## config.mk

```make
export PLATFORM = sky130hd
export DESIGN_NAME = apb_fabric_mailbox
export DESIGN_NICKNAME = d
export VERILOG_FILES = /design/src/rtl/apb_fabric_mailbox.sv
export SDC_FILE = /design/constraint.sdc
export NUM_CORES = 1
export LEC_CHECK = 0
export ABC_AREA = 1
export CORE_ASPECT_RATIO = 2
export CORE_UTILIZATION = 32
export CTS_CLUSTER_SIZE = 28
export DETAILED_ROUTE_END_ITERATION = 6
export HOLD_SLACK_MARGIN = 0.02
export PLACE_DENSITY = 0.47
export SETUP_SLACK_MARGIN = 0.5
export SLEW_MARGIN = 20
export SYNTH_ARGS = -nofsm -noshare
export SYNTH_HDL_FRONTEND = slang
export SYNTH_SLANG_ARGS = --single-unit
```

## constraint.sdc

```tcl
create_clock -name i_clk -period 6.6 [get_ports i_clk]
set_input_delay 1.32 -clock i_clk [delete_from_list [all_inputs] [get_ports i_clk]]
set_output_delay 1.32 -clock i_clk [all_outputs]
set_load 0.02 [all_outputs]
```

## src/rtl/apb_fabric_mailbox.sv

```systemverilog
// APB3 slave mailbox between the Cortex-M3 and the fabric soft processor.
// Holds two word FIFOs (m2f, f2m), status/control registers, sticky error flags and a level irq.
module apb_fabric_mailbox #(
  parameter int DEPTH  = 16,
  parameter int ADDR_W = 12
) (
  input  logic        i_clk,
  input  logic        i_reset,
  input  logic        i_psel,
  input  logic        i_penable,
  input  logic        i_pwrite,
  input  logic [31:0] i_paddr,
  input  logic [31:0] i_pwdata,
  output logic [31:0] o_prdata,
  output logic        o_pready,
  output logic        o_pslverr,
  output logic [31:0] o_m2f_data,
  output logic        o_m2f_valid,
  input  logic        i_m2f_ready,
  input  logic [31:0] i_f2m_data,
  input  logic        i_f2m_valid,
  output logic        o_f2m_ready,
  output logic        o_mbox_irq
);

  localparam int PW = (DEPTH > 1) ? $clog2(DEPTH) : 1;
  localparam int CW = PW + 1;

  typedef enum logic [1:0] {
    S_IDLE,
    S_WAIT,
    S_DONE
  } state_t;

  state_t      r_state;
  logic [1:0]  r_reg;
  logic        r_addrBad;
  logic        r_write;
  logic [31:0] r_wdata;
  logic [31:0] r_prdata;
  logic        r_pready;
  logic        r_pslverr;
  logic        r_doPush;
  logic        r_doPop;
  logic        r_doCtrl;
  logic        r_setOvf;
  logic        r_setUdf;

  logic        r_ovf;
  logic        r_udf;
  logic        r_irqEn;
  logic        r_irq;

  logic [31:0] r_m2fMem [DEPTH];
  logic [PW-1:0] r_m2fRd;
  logic [PW-1:0] r_m2fWr;
  logic [CW-1:0] r_m2fCount;

  logic [31:0] r_f2mMem [DEPTH];
  logic [PW-1:0] r_f2mRd;
  logic [PW-1:0] r_f2mWr;
  logic [CW-1:0] r_f2mCount;

  logic        w_m2fFull;
  logic        w_m2fEmpty;
  logic        w_f2mFull;
  logic        w_f2mEmpty;
  logic        w_flush;
  logic        w_m2fPush;
  logic        w_m2fPop;
  logic        w_f2mPush;
  logic        w_f2mPop;
  logic        w_clrOvf;
  logic        w_clrUdf;
  logic [31:0] w_status;
  logic        w_unusedPaddr;

  assign w_unusedPaddr = ^{i_paddr[31:ADDR_W], i_paddr[1:0]};

  assign w_m2fFull  = (r_m2fCount == CW'(DEPTH));
  assign w_m2fEmpty = (r_m2fCount == '0);
  assign w_f2mFull  = (r_f2mCount == CW'(DEPTH));
  assign w_f2mEmpty = (r_f2mCount == '0);

  // Side effects are committed on the DONE cycle; the do* strobes only live in DONE.
  assign w_flush   = r_doCtrl & r_wdata[2];
  assign w_clrOvf  = r_doCtrl & r_wdata[0];
  assign w_clrUdf  = r_doCtrl & r_wdata[1];
  assign w_m2fPush = r_doPush;
  assign w_m2fPop  = o_m2f_valid & i_m2f_ready & ~w_flush;
  assign w_f2mPush = i_f2m_valid & o_f2m_ready & ~w_flush;
  assign w_f2mPop  = r_doPop & ~w_flush;

  assign w_status = {8'b0, 8'(r_f2mCount), 8'(r_m2fCount), 2'b0,
                     r_udf, r_ovf, w_f2mEmpty, w_f2mFull, w_m2fEmpty, w_m2fFull};

  assign o_prdata    = r_prdata;
  assign o_pready    = r_pready;
  assign o_pslverr   = r_pslverr;
  assign o_m2f_data  = r_m2fMem[r_m2fRd];
  assign o_m2f_valid = ~w_m2fEmpty;
  assign o_f2m_ready = ~w_f2mFull;
  assign o_mbox_irq  = r_irq;

  // The access is decoded on the WAIT->DONE edge so response and side effects agree.
  always_ff @(posedge i_clk) begin
    if (i_reset) begin
      r_state   <= S_IDLE;
      r_reg     <= '0;
      r_addrBad <= 1'b0;
      r_write   <= 1'b0;
      r_wdata   <= '0;
      r_prdata  <= '0;
      r_pready  <= 1'b0;
      r_pslverr <= 1'b0;
      r_doPush  <= 1'b0;
      r_doPop   <= 1'b0;
      r_doCtrl  <= 1'b0;
      r_setOvf  <= 1'b0;
      r_setUdf  <= 1'b0;
    end else begin
      r_prdata  <= '0;
      r_pready  <= 1'b0;
      r_pslverr <= 1'b0;
      r_doPush  <= 1'b0;
      r_doPop   <= 1'b0;
      r_doCtrl  <= 1'b0;
      r_setOvf  <= 1'b0;
      r_setUdf  <= 1'b0;
      case (r_state)
        S_IDLE: begin
          if (i_psel && i_penable) begin
            r_reg     <= i_paddr[3:2];
            r_addrBad <= |i_paddr[ADDR_W-1:4];
            r_write   <= i_pwrite;
            r_wdata   <= i_pwdata;
            r_state   <= S_WAIT;
          end
        end
        S_WAIT: begin
          if (!i_psel) begin
            r_state <= S_IDLE;
          end else begin
            r_state  <= S_DONE;
            r_pready <= 1'b1;
            if (r_addrBad) begin
              r_pslverr <= 1'b1;
            end else begin
              case (r_reg)
                2'd0: begin
                  if (r_write) begin
                    if (w_m2fFull) begin
                      r_pslverr <= 1'b1;
                      r_setOvf  <= 1'b1;
                    end else begin
                      r_doPush <= 1'b1;
                    end
                  end
                end
                2'd1: begin
                  if (!r_write) begin
                    if (w_f2mEmpty) begin
                      r_pslverr <= 1'b1;
                      r_setUdf  <= 1'b1;
                    end else begin
                      r_prdata <= r_f2mMem[r_f2mRd];
                      r_doPop  <= 1'b1;
                    end
                  end
                end
                2'd2: begin
                  if (!r_write) r_prdata <= w_status;
                end
                default: begin
                  if (r_write) r_doCtrl <= 1'b1;
                  else         r_prdata <= {28'b0, r_irqEn, 3'b0};
                end
              endcase
            end
          end
        end
        S_DONE:  r_state <= S_IDLE;
        default: r_state <= S_IDLE;
      endcase
    end
  end

  always_ff @(posedge i_clk) begin
    if (i_reset) begin
      r_m2fRd    <= '0;
      r_m2fWr    <= '0;
      r_m2fCount <= '0;
    end else if (w_flush) begin
      r_m2fRd    <= '0;
      r_m2fWr    <= '0;
      r_m2fCount <= '0;
    end else begin
      if (w_m2fPush) r_m2fWr <= r_m2fWr + 1'b1;
      if (w_m2fPop)  r_m2fRd <= r_m2fRd + 1'b1;
      r_m2fCount <= r_m2fCount + CW'(w_m2fPush) - CW'(w_m2fPop);
    end
  end

  always_ff @(posedge i_clk) begin
    if (w_m2fPush) r_m2fMem[r_m2fWr] <= r_wdata;
  end

  always_ff @(posedge i_clk) begin
    if (i_reset) begin
      r_f2mRd    <= '0;
      r_f2mWr    <= '0;
      r_f2mCount <= '0;
    end else if (w_flush) begin
      r_f2mRd    <= '0;
      r_f2mWr    <= '0;
      r_f2mCount <= '0;
    end else begin
      if (w_f2mPush) r_f2mWr <= r_f2mWr + 1'b1;
      if (w_f2mPop)  r_f2mRd <= r_f2mRd + 1'b1;
      r_f2mCount <= r_f2mCount + CW'(w_f2mPush) - CW'(w_f2mPop);
    end
  end

  always_ff @(posedge i_clk) begin
    if (w_f2mPush) r_f2mMem[r_f2mWr] <= i_f2m_data;
  end

  // Sticky flags hold until software clears them; irq lags its sources by one cycle.
  always_ff @(posedge i_clk) begin
    if (i_reset) begin
      r_ovf   <= 1'b0;
      r_udf   <= 1'b0;
      r_irqEn <= 1'b0;
      r_irq   <= 1'b0;
    end else begin
      if (w_clrOvf)      r_ovf <= 1'b0;
      else if (r_setOvf) r_ovf <= 1'b1;
      if (w_clrUdf)      r_udf <= 1'b0;
      else if (r_setUdf) r_udf <= 1'b1;
      if (r_doCtrl)      r_irqEn <= r_wdata[3];
      r_irq <= r_irqEn & (~w_f2mEmpty | r_ovf);
    end
  end

endmodule

```

==> metrics, run 1 <==
antenna viol nets, final=0; Clk Latency, worst-skew pair=approximately 0.7 ns; Top delay family on crit path=buffers and inverters; Setup CP Type=flip-flop to primary output; initial antenna violation count=7; Leak=16.87 nW; f_max=0.1945 GHz; hold_buf cts=0; crit path DAT=3.82 ns; Slew Viols, Final=0; top post-synthesis cells by area=edfxtp_1 (69%), o21ai_0 (6.1%), nor2_1 (5.7%); Core Area=0.1372 sq mm; compound-cell area share of the yosys netlist=0.1114; fin util=0.3740; Root Driver=clkbuf_16; Slew headroom=0.2316; area grow syn2layout=15.72%; CTS clock-pin slew for the worst setup and hold paths=approximately 0.06 ns; final clock skew=0.02407 ns; Final Cycle Share=0.7789; Die Ht=approximately 530 um; Post-Synth XOR/XNOR Area=0.0003951; CP max stage delay=0.64 ns; Synth top area share=0.6936; Ys Warns=0; Critical Path RT=5.28 ns; Pwr Density=~320 mW/mm^2; IO buf count=between 100 and 150; Cells after Synth=between 3000 and 4000; drt first-iter violations=2003; Final HPWL DP=66.88 mm; reg2reg setup slack=3.12 ns; drt pass-1 iters=5; share of post-route cells with drive strength above 1=0.07780; min-delay worst type=flip-flop to flip-flop; DRC=0; WL final=126.3 mm; crit-path cells=inv_6, buf_4, o21ai_0, o221ai_1, nand3_1, nand2_1, clkdlybuf4s50_1; CTS sink count=1139; Largest regs=r_f2mMem x512, r_m2fMem x512; TritonCTS buffer count=103; endpoints failing setup=0; Setup Total Neg Slack=0 ns; Post-CTS Setup Inserts=0; GP Congestion=0.7258; status=completed; Layout fillers=13140; cts repair resizes=0; GRT overflow=0; Rows=192; GRT Total Usage=0.1782; first-pass GRT wire length=182.1 mm; startpoint types=flip-flop; CTS Buffer Depth=3; vias per cell=around 5; chip width=265.2 um; vias=27740; RSZ-0062 raised after global routing=no; post-synthesis mux area share=0; largest family of logic cells by synthesized area=compound AO/OA/AOI/OAI gates; Max VDD drop=0.0001996 V; Worst-Margin Slew=1.153 ns; Avg Cell Area, Syn=12.70 sq um; post-synth cell types=36; syn_nets=roughly 3600; Adder-Cell Fraction of Synth Area=0.006830; total power draw=16.39 mW; area leader, netlist=edfxtp_1; Crit-path slowest cell=clkdlybuf4s50_1; fin nets=3713; post-DR wirelength/cell=22.87 um; Max-Cap Viols=0; largest net degree at the start of global routing=between 200 and 250; simple-gate portion of the synthesized area=0.1014; CTS tree=yes; DIE AREA=0.1401 sq mm; WP buf/inv=3; Post-Syn Area=roughly 0.044 sq mm; Fin. Hold Viols=0; IO Pins=roughly 170; vias in the first global route=27350; sequential area share after synthesis=0.7456; Final min period=5.141 ns; Initial Util=0.3232; critical path endpoint category=primary output; H-tree Lvls=3; register bit total from synthesis=1139; highest net fanout along the worst path=roughly 110
## report_power, final
part / leakage (nW) / internal (mW) / switching (mW)
Clock: 1.68 / 3.42 / 2.69
Combinational: 4.93 / 0.696 / 1.39
Sequential: 10.3 / 8.01 / 0.183
Total: 16.9 / 12.1 / 4.26
## stage by stage
stage	hold slack (ns)	cell area (sq um)	worst slack (ns)	instances
global placement	0.4546	47830	2.211	5323
floorplan	0.4209	44330	3.091	3492
detailed placement	0.4671	47880	2.231	5325
CTS	0.4762	51300	1.454	5519
finish	0.4726	51300	1.459	5521
global route	0.4988	51300	1.219	5520
## layout make-up
class	instances	area, sq um	share of cell area
Tap cell	1843	2306	0.04495
Multi-Input combinational cell	2021	10000	0.1949
Inverter	108	422.9	0.008244
Sequential cell	1139	33080	0.6448
Clock buffer	145	2928	0.05707
Timing Repair Buffer	214	2074	0.04044
Antenna cell	2	5.005	0.00009756
Clock inverter	49	488.0	0.009512
## synthesized netlist by cell type
master and count:
edfxtp_1 1024, nor2_1 671, o21ai_0 538, nand2_1 319, nand3_1 129, clkbuf_1 115
dfxtp_1 115, o221ai_1 105, inv_1 101, o22ai_1 87, buf_2 67, a21oi_1 56
o211ai_1 55, ha_1 21, buf_6 18, buf_4 13, o21ai_1 12, buf_1 9
inv_2 5, nor3_1 5, or2_2 5, nor4_1 4, clkinv_1 2, fa_1 2
nor2_2 2, xor2_1 2, a211oi_1 1, a31oi_1 1, buf_8 1, clkbuf_2 1
nand3_2 1, nand4_1 1, nor2_4 1, nor3_2 1, o21a_1 1, o32ai_1 1
## placed cells by master, fill, tap and decap left out, types with 8 or more instances in the layout
cell             Yosys  final
a21oi_1             56     56
clkbuf_16            0    105
o22ai_1             87     87
edfxtp_1          1024   1024
nor2_1             671    639
nor2_4               1     33
o21ai_0            538    538
clkbuf_1           115     25
dfxtp_1            115    107
o221ai_1           105    105
bufinv_16            0      8
clkinv_1             2      8
ha_1                21     21
nand2_1            319    319
clkdlybuf4s50_1      0    149
nand3_1            129    129
clkinv_2             0     22
clkbuf_8             0     15
inv_1              101     98
o211ai_1            55     55
o21ai_1             12     12
buf_4               13     58
## tightest hold or removal path: stages (launching register included)
cell,delay (ns)
dfxtp_1,0.31
nand2_1,0.06
a21oi_1,0.07
## layer usage
metal  GRT usage  vias to the layer above  wire, um
li1            -                    12880         -
met1      0.2077                    14000     50400
met2      0.3281                      637     66320
met3     0.02717                      210      5706
met5           0                        -        42
met4     0.06281                        6      3800
## final timing paths
path | from | endpoint | depth (start not counted)
hold reg to reg | r_f2mRd[3] | flip-flop | 2
setup reg to reg | r_f2mCount[2] | r_f2mMem[12][10] | 10
hold / removal | r_f2mRd[3] | flip-flop | 2
setup / recovery | flip-flop | o_m2f_data[1] | 7
## cells by family (layout without fill, tap and decap cells)
kind of cell,after synthesis,count (layout)
AO/OA/AOI/OAI,857,857
XOR/XNOR,2,2
adder cells (fa/ha/maj),23,23
buffers and inverters,332,516
flip-flops,1139,1139
other,0,2
AND/OR/NAND/NOR,1139,1139
No activity file was read; power rests on OpenSTA's default activity.
==> run 2, diff against run 1 <==
==> constraint.sdc (replaced) <==
create_clock -name i_clk -period 4.95 [get_ports i_clk]
set_input_delay 0.99 -clock i_clk [delete_from_list [all_inputs] [get_ports i_clk]]
set_output_delay 0.99 -clock i_clk [all_outputs]
set_load 0.02 [all_outputs]
==> run 2 against run 1 <==
Sequential share of layout area fell by 0.46 points; clock-buffer cell count stayed put; largest power group unchanged; sequential power up 33%; die area did not move; clock skew increased by 0.0040 ns.
==> metrics, run 2 (synthesis results as in run 1) <==
Final min period=~4.4 ns; IO Pins=172 (unchanged); Setup CP Type=flip-flop to primary output (unchanged); chip width=265.2 um (unchanged); vias per cell=5.021 (was 5.024); Layout fillers=13130 (was 13140); Core Area=0.1372 sq mm (unchanged); Rows=192 (unchanged); fin nets=3725 (was 3713); Final HPWL DP=69.12 mm (was 66.88 mm); combinational group share of total power=0.130 (was 0.127); area of the multi-input gates=0.01000 sq mm (unchanged); setup slack after layout=0.5908 ns (was 1.459 ns); Critical Path RT=3.96 ns (was 5.28 ns); share of post-route cells with drive strength above 1=0.08026 (was 0.07780); Largest regs=r_f2mMem x512, r_m2fMem x512 (unchanged); register area=0.03308 sq mm (unchanged); startpoint types=flip-flop (unchanged); endpoints failing setup=0 (unchanged); worst setup path endpoint=o_m2f_data[1] (unchanged); Slew headroom=0.2060 (was 0.2316); Setup WS pre-CTS=1.155 ns (was 2.231 ns); Die Ht=528.4 um (unchanged); CTS clock-pin slew for the worst setup and hold paths=0.06 ns (about the same); Clock Power Share=0.378 (was 0.373); Max VDD drop=0.0003163 V (was 0.0001996 V); area grow syn2layout=16.56% (was 15.72%); min-delay worst type=flip-flop to flip-flop (unchanged); highest net fanout along the worst path=128 (was 108); initial antenna violation count=9 (was 7); status=completed (unchanged); total power draw=22.17 mW (was 16.39 mW); FF-to-FF End=r_f2mCount[4] (was r_f2mMem[12][10]); largest net degree at the start of global routing=191 (was 226); most common cell after layout, fill and taps aside=edfxtp_1 (unchanged); Final Cycle Share=0.8806; drt first-iter violations=1943 (was 2003); sw frac=0.2551 (was 0.2599); post-DR wirelength/cell=22.77 um (was 22.87 um); f_max=0.2294 GHz; GP Congestion=0.7512 (was 0.7258); Setup Total Neg Slack=0 ns (unchanged); Slew Viols, Final=0 (unchanged); DIE AREA=0.1401 sq mm (unchanged); Fin. Hold Viols=0 (unchanged); critical path endpoint category=primary output (unchanged); vias in the first global route=27640 (was 27350); RSZ-0062 raised after global routing=no (unchanged); hold_buf cts=0 (unchanged); fin util=0.3767 (was 0.3740); Switch Pwr=5.657 mW (was 4.260 mW); hold_sp=r_ovf (was r_f2mRd[3]); GRT Total Usage=0.1788 (was 0.1782); H-tree Lvls=3 (unchanged); Root Driver=clkbuf_16 (unchanged); GRT overflow=0 (unchanged); crit path DAT=3.37 ns (was 3.82 ns); IO buf count=149 (unchanged); CTS Buffer Depth=3 (unchanged); first-pass GRT wire length=183.5 mm (was 182.1 mm); Fin Hold WS=0.4841 ns (was 0.4726 ns); Reg2Reg Depth=19 (was 10); worst r2r src=r_f2mCount[2] (unchanged); CTS sink count=1139 (unchanged); reg2reg setup slack=1.64 ns (was 3.12 ns); Int Pwr=16.51 mW (was 12.13 mW); TritonCTS buffer count=101 (was 103); Initial Util=0.3232 (unchanged); final clock skew=0.02807 ns (was 0.02407 ns); WL final=126.0 mm (was 126.3 mm); CTS tree=yes (unchanged); part of the power in registers=0.492 (was 0.500); Leak=17.04 nW (was 16.87 nW); drt pass-1 iters=5 (unchanged); Max-Cap Viols=0 (unchanged); most frequent cells in the layout=edfxtp_1 (1024), nor2_1 (639), o21ai_0 (538) (unchanged); Worst-Margin Slew=1.189 ns (was 1.153 ns); antenna viol nets, final=0 (unchanged); Clk Latency, worst-skew pair=0.70 ns (about the same); Pwr Density=429.1 mW/mm^2 (was 319.5 mW/mm^2); vias=27780 (was 27740); DRC=0 (unchanged)
## run 2: changes by cell type in the layout (fill, tap and decap cells not counted), sizes merged
cell | previous run | this run
clkinv | 33 | 28
inv | 110 | 109
clkinvlp | 6 | 4
bufinv | 8 | 14
buf | 65 | 79
## run 2: what timing repair did
item | in CTS | in global routing
setup buffers | 1 | 0
endpoints found under the setup margin | 1 | 4
gates resized for setup | 0 | 4
## run 2: worst max-delay path, stage by stage, from the launching register on
cell,delay [ns]
dfxtp_4,0.62
buf_12,0.37
o21ai_0,0.20
o221ai_1,0.25
nand3_1,0.11
nand2_1,0.19
clkdlybuf4s50_1,0.64
## run 2: worst min path at each step
stage	endpoint	slack, ns	cells past startpoint
finish	o_prdata[4]	0.48	2
global route	o_prdata[4]	0.50	2
CTS	flip-flop	0.49	2
detailed placement	flip-flop	0.47	2
global placement	flip-flop	0.46	2
floorplan	o_prdata[5]	0.42	2
## run 2: stage by stage
stage / cells / area (sq um)
after global routing: 5532 / 51670
after floorplan: 3492 / 44330
final: 5533 / 51670
after CTS: 5531 / 51650
after detailed placement: 5338 / 48090
after global placement: 5338 / 48090
## run 2: cell type report
cell class / count / area share
clock buffer: 145 / 0.05647
tap: 1843 / 0.04463
multi-input combinational: 2021 / 0.1935
timing repair buffer: 228 / 0.04484
antenna: 2 / 0.00009686
inverter: 108 / 0.008233
sequential: 1139 / 0.6401
clock inverter: 47 / 0.01208
## run 2: routing by layer
layer / GRT usage / wire (um)
met1: 0.2050 / 49370
met2: 0.3369 / 67660
met3: 0.02373 / 5342
met4: 0.06058 / 3572
met5: 0 / 67
## run 2: power groups by stage
stage          Clock [mW]  Combinational (mW)  Sequential [mW]
6_report             8.38                2.89             10.9
5_1_grt              8.93                3.20             10.9
4_1_cts              8.57                2.93             10.9
3_5_place_dp            0                2.89             11.1
3_3_place_gp            0                2.87             11.1
2_1_floorplan           0                1.80             11.0
